--- config.mk ---
export PLATFORM = sky130hd
export DESIGN_NAME = floating_divide
export DESIGN_NICKNAME = d
export VERILOG_FILES = /design/src/rtl/floating_divide.sv
export SDC_FILE = /design/constraint.sdc
export NUM_CORES = 1
export LEC_CHECK = 0
export ABC_AREA = 1
export CAP_MARGIN = 0
export CELL_PAD_IN_SITES_DETAIL_PLACEMENT = 0
export CELL_PAD_IN_SITES_GLOBAL_PLACEMENT = 1
export CORE_ASPECT_RATIO = 0.6
export CORE_MARGIN = 2
export CORE_UTILIZATION = 48
export DETAILED_ROUTE_END_ITERATION = 8
export DONT_BUFFER_PORTS = 1
export PLACE_DENSITY = 0.91
export SLEW_MARGIN = 20
export SYNTH_ARGS = -nofsm -noshare
export SYNTH_HDL_FRONTEND = slang
export SYNTH_SLANG_ARGS = --single-unit
--- constraint.sdc ---
create_clock -name clk -period 5.8 [get_ports clk]
set_input_delay 1.45 -clock clk [delete_from_list [all_inputs] [get_ports clk]]
set_output_delay 1.45 -clock clk [all_outputs]
set_load 0.02 [all_outputs]
--- src/rtl/floating_divide.sv ---
// Iterative IEEE-754 single-precision divider (out = a / b), restoring division, one quotient bit per clock.
// Define FLOATING_DIVIDE_DEBUG_EN to expose the unclamped result exponent on an extra debug port.
module floating_divide #(
  parameter int unsigned QBITS = 25
) (
  input  logic        clk,
  input  logic        reset,
  input  logic        start,
  input  logic [31:0] a,
  input  logic [31:0] b,
  output logic [31:0] out,
  output logic        busy,
  output logic        done,
  output logic        div_by_zero
`ifdef FLOATING_DIVIDE_DEBUG_EN
  , output logic [31:0] debug
`endif
);

  typedef enum logic [1:0] {IDLE, CALC, NORM} state_t;

  state_t             state, next_state;
  logic [QBITS-1:0]   q;
  logic [25:0]        rem;
  logic [23:0]        dvs;
  logic [4:0]         count;
  logic [7:0]         aexp, bexp;
  logic               sign, sp_inf, sp_zero;

  logic               a_zero, b_zero, ge;
  logic [25:0]        rem_sel;
  logic signed [9:0]  e;
  logic [22:0]        frac;
  logic [31:0]        result;

  assign a_zero = (a[30:23] == 8'h00);
  assign b_zero = (b[30:23] == 8'h00);

  // Restoring step: subtract only when the partial remainder covers the divisor.
  assign ge      = (rem >= {2'b00, dvs});
  assign rem_sel = ge ? (rem - {2'b00, dvs}) : rem;

  assign e = $signed({2'b00, aexp}) - $signed({2'b00, bexp}) + 10'sd126
           + $signed({9'b0, q[QBITS-1]});
  assign frac = q[QBITS-1] ? q[23:1] : q[22:0];

  always_comb begin
    if (sp_inf)
      result = {sign, 8'hFF, 23'h0};
    else if (sp_zero)
      result = {sign, 31'h0};
    else if (e >= 10'sd255)
      result = {sign, 8'hFF, 23'h0};
    else if (e <= 10'sd0)
      result = {sign, 31'h0};
    else
      result = {sign, e[7:0], frac};
  end

  always_ff @(posedge clk or posedge reset) begin
    if (reset)
      state <= IDLE;
    else
      state <= next_state;
  end

  always_comb begin
    next_state = state;
    case (state)
      IDLE: if (start) next_state = (a_zero || b_zero) ? NORM : CALC;
      CALC: if (count == 5'(QBITS - 1)) next_state = NORM;
      NORM: next_state = IDLE;
      default: next_state = IDLE;
    endcase
  end

  always_comb begin
    busy = (state == CALC) || (state == NORM);
  end

  always_ff @(posedge clk or posedge reset) begin
    if (reset) begin
      out         <= '0;
      done        <= 1'b0;
      div_by_zero <= 1'b0;
      q           <= '0;
      rem         <= '0;
      dvs         <= '0;
      count       <= '0;
      aexp        <= '0;
      bexp        <= '0;
      sign        <= 1'b0;
      sp_inf      <= 1'b0;
      sp_zero     <= 1'b0;
`ifdef FLOATING_DIVIDE_DEBUG_EN
      debug       <= '0;
`endif
    end else begin
      done <= 1'b0;
      case (state)
        IDLE: if (start) begin
          sign    <= a[31] ^ b[31];
          aexp    <= a[30:23];
          bexp    <= b[30:23];
          sp_inf  <= b_zero;
          sp_zero <= a_zero & ~b_zero;
          rem     <= {3'b001, a[22:0]};
          dvs     <= {1'b1, b[22:0]};
          count   <= '0;
          q       <= '0;
        end
        CALC: begin
          q     <= {q[QBITS-2:0], ge};
          rem   <= rem_sel << 1;
          count <= count + 5'd1;
        end
        NORM: begin
          done        <= 1'b1;
          div_by_zero <= sp_inf;
          out         <= result;
`ifdef FLOATING_DIVIDE_DEBUG_EN
          debug       <= {{22{e[9]}}, e};
`endif
        end
        default: ;
      endcase
    end
  end

endmodule
# Word-level counts from Yosys, hierarchy flattened
# Cells that the tools add are included.
[op_classes]
div_mod_pow = 0
addsub = 5
magnitude_cmp = 3
n_mux = 17
n_shift = 0
bitwise_logic = 3
multipliers = 0
reduce_logical = 9
eq_ne = 5
[ops]
columns = ["cell", "n"]
rows = [
  ["$mux W31", 4],
  ["$pmux W26 S2", 1],
  ["$mux W25", 2],
  ["$pmux W25 S2", 1],
  ["$ge A26 B24 Y1", 1],
  ["$mux W26", 1],
  ["$sub A25 B24 Y25", 1],
  ["$mux W23", 1],
  ["$logic_not A8 Y1", 2],
  ["$add A10 B2 Y10", 1],
  ["$add A9 B8 Y10 const B", 1],
  ["$ge A10 B9 Y1 const B", 1],
  ["$le A10 B1 Y1 const B", 1],
  ["$pmux W5 S2", 1],
  ["$sub A8 B8 Y9", 1],
  ["$mux W2", 3],
  ["$reduce_and A2 Y1", 3],
  ["$add A5 B1 Y5 const B", 1],
  ["$eq A5 B5 Y1 const B", 1],
  ["$mux W5", 1],
  ["$ne A2 B2 Y1 const B", 2],
  ["$pmux W2 S2", 1],
  ["$eq A2 B1 Y1 const B", 1],
  ["$eq A2 B2 Y1 const B", 1],
  ["7 further kinds", 8],
]
[word_totals]
elab_cells = 55
ram_bits = 0
input_bits = 67
rom_bits = 0
latch_bits = 0
regBits = 135
n_memories = 0
output_inout_bits = 35

# Logic depth before layout (Yosys ltp)
[logic_depth]
word_depth = 8
mapped_depth = 21
ltp_nobuf = 21

# Least setup slack after synthesis
# OpenSTA, ideal clock, no wires.
[synth_timing]
kind = "flip-flop to flip-flop"
from = "register aexp[0]"
to = "register out[10]"
arrival_ps = 2718
setup_time_ps = 116
n_path_buf = 2
synth_period_minus_slack_ps = 2833
t_required_ps = 5684
setup_slack_ps = 2967
path_stages_with_launch = 20
cell_sequence = "dfrtp_1 > inv_1 > ha_1 > inv_1 > fa_1 > inv_1 > ha_1 > inv_1 > or2_2 > nor2_1 > nand3_1 > nor2_1 > nand2_1 > nor2_4 > nand3_4 > and2_4 > buf_8 > buf_12 > nand3_2 > nand2_2"
[synth_via]
elab_chain_cells = 8
elab_cells_between_ends = 9
cone_classes = "3 x add/sub; 2 x order compare; 4 x mux"
[synth_rtl]
columns = ["element", "line", "text"]
rows = [
  ["start: declaration", "27", "logic [7:0] aexp, bexp;"],
  ["start signal: assignment", "103", "aexp <= a[30:23];"],
  ["$sub A8 B8 Y9 *", "43", "assign e = $signed({2'b00, aexp}) - $signed({2'b00, bexp}) + 10'sd126"],
  ["$add A9 B8 Y10 *", "43", ""],
  ["$add A10 B2 Y10 *", "44", "+ $signed({9'b0, q[QBITS-1]});"],
  ["$le A10 B1 Y1", "54", "else if (e <= 10'sd0)"],
  ["$mux W31", "54", ""],
  ["$mux W31 *", "52", "else if (e >= 10'sd255)"],
  ["$mux W31 *", "50", "else if (sp_zero)"],
  ["$mux W31 *", "48", "if (sp_inf)"],
  ["end signal: assignment", "120", "out <= result;"],
  ["end: declaration", "11", "output logic [31:0] out,"],
]
# Every way passes the cells marked *; elsewhere a longest branch is shown, timed or not.
# A chain may end at the register's enable or synchronous reset.

# Worst setup path in the final report
[layout_timing]
from = "register state[0]"
to = "register out[6]"
[layout_via]
elab_chain_cells = 1
[layout_rtl]
columns = ["element", "line", "text"]
rows = [
  ["start: declaration", "22", "state_t state, next_state;"],
  ["start signal: assignment", "64", "state <= next_state;"],
  ["$eq A2 B2 Y1", "100", "case (state)"],
]
# No other way between the ends.

==> results.tsv <==
metric	value	unit
status	finished clean	
syn-num-nets	1225	
drive_above_1_share	0.0969	
initial_core_util	0.493	
cp_data_required_time	6170	ps
grt_usage	0.242	
antenna_found_initial	0	
clock_latency	430	ps
min_path_type	reg -> reg	
synth_edf_count	0	
drc_errors	0	
synth_cells	1117	
synth.yosys.warnings	0	
worst_pin_slew	1100	ps
io_buffers	0	
final.setup_skew	16.1	ps
wl_met3	1570	um
startpoint	state[0]	
synth_top_area_cell	dfrtp_1	
tns	0	ps
diodes	0	
cts-root-buf	clkbuf_16	
synth_area_leaders	dfrtp_1 40%, nand2_1 13%, inv_1 6.3%	
yosys_most_used_dff	dfrtp_1	
drtPass1Iterations	5	
ys_seq_elements	135	
cts_buffers	17	
final_area	9270	um2
die_w	176	um
synth-async-reset-ratio	1.00	
cts.sinks	135	
synth_most_common_cell	nand2_1	
ys_seq_area_frac	0.397	
h-tree-depth	4	
drt-total-wl	21600	um
gp_congestion	0.970	
nets	1209	
placed_area	8640	um2
worst_setup_path_end_kind	flop	
clk_path_buf_depth	2	
synth_top_area_share	0.397	
r2r-start	state[0]	
syn2layout_area_growth	8.81	%
finalSetupViolCount	0	
path_class	reg -> reg	
fmax	266	MHz
synth_top_cells_by_count	304 x nand2_1, 143 x inv_1, 135 x dfrtp_1, 66 x a21oi_1, 66 x o21ai_0	
ant_nets	0	
grt_pass1_wl	35700	um
period_minus_slack	3760	ps
start_kind	flop	
min_period_over_period	0.649	
cts_resized	0	
rsz0062_at_grt	false	
grt_pass1_vias	6814	
path_clk_slew	70	ps
io_pins	102	
vias_per_cell	5.37	
rows	37	
grt.overflow.total	0	
crit_fanout	34	
cts_setup_buffers	0	
hold_violations	0	
tritoncts	done	
drt-initial-drc-count	575	
highest-signal-layer	met4	
hp-start	dvs[23]	
hpwl	15600	um
dr_wl_met2	7980	um
relSlewSlack	0.260	
dieArea	18900	um2
hold_buffers	0	
synth_area_per_cell	7.63	um2
synth_area	8520	um2
cp.arrival	4130	ps
avgRoutedWirePerCell	16.0	um
wl_met1	11800	um
synth_cell_types	49	
drv_cap	0	
final_max_slew_viol_count	0	
coreArea	17300	um2
chipHeight	107	um
num_vias	7235	
grt_max_degree	103	
worst max-delay path, cell delays in order (launching register included):
cell      delay [ps]
dfrtp_1          380
inv_1            100
ha_1             230
clkinv_1         830
nor2_1           780
nand2_1          690
a211oi_1         490
nand3_2          110
nand2_1           90
sequential cells by signal, indices dropped and copies added (netlist names):
name	flops
rem	26
count	5
sign	1
state	2
aexp	8
q	25
sp_inf	1
done	1
out	32
bexp	8
div_by_zero	1
dvs	24
sp_zero	1
per-stage QoR:
stage,hold slack [ps],worst slack [ps],utilization,cells
after floorplan,426,739,-,1117
after global placement,453,2210,0.501,1316
after detailed placement,454,2030,0.501,1316
after CTS,468,2060,0.537,1348
after global routing,513,1690,0.537,1348
final,474,2040,0.537,1348
worst paths after layout:
check | to | slack [ps] | cells past startpoint
setup reg to reg | out[6] | 2040 | 8
min in group asynchronous | out[3] | 1050 | 1
max in group asynchronous | dvs[5] | 3720 | 2
hold reg to reg | dvs[23] | 470 | 2
setup / recovery | out[6] | 2040 | 8
hold / removal | dvs[23] | 470 | 2
cells by family (layout without fill, tap and decap cells):
logic type	count (synthesis)	count (layout)	synth area share
and+or+nand+nor	514	514	0.275
buffers and inverters	189	186	0.0911
xor gates and xnor gates	23	23	0.0236
DFF	135	135	0.397
AOI/OAI and AO/OA	215	215	0.151
adders and majority gates	41	41	0.0620
area by class of cell:
cell class	instances	area (um2)
multi-input combinational	793	4370
clock inverter	15	198
sequential	135	3380
timing repair buffer	5	37.5
fill	1625	8000
clock buffer	17	425
inverter	149	566
tap	234	293
per-layer routing:
| metal | GRT usage | vias to the layer above |
|---|---|---|
| li1 | - | 3639 |
| met1 | 0.387 | 3354 |
| met2 | 0.312 | 217 |
| met3 | 0.0603 | 25 |
| met4 | 0.0714 | 0 |
| met5 | 0 | - |
cell usage in the layout, fill, tap and decap left out, drive strengths merged:
cell type,netlist,layout
clkinv,2,5
xor2,9,9
nor3,8,8
a41oi,2,2
buf,13,5
nand3b,1,1
dfrtp,135,135
a21o,1,1
a21oi,68,68
o21bai,6,6
nand2,330,330
o22ai,25,25
fa,2,2
a31oi,2,2
nand3,82,82
clkbuf,27,17
ha,39,39
o211ai,3,3
o21a,3,3
xnor2,14,14
or2,1,1
clkinvlp,0,1
a21boi,2,2
a22o,2,2
nor2,69,69
bufinv,0,2
o21ai,69,69
nand4,15,15
and2,2,2
inv,147,156
nor4,6,6
a211oi,24,24
a32o,8,8
Power is not shown: default switching activity piles up to over one toggle a cycle in this logic, so the estimate is an artifact.
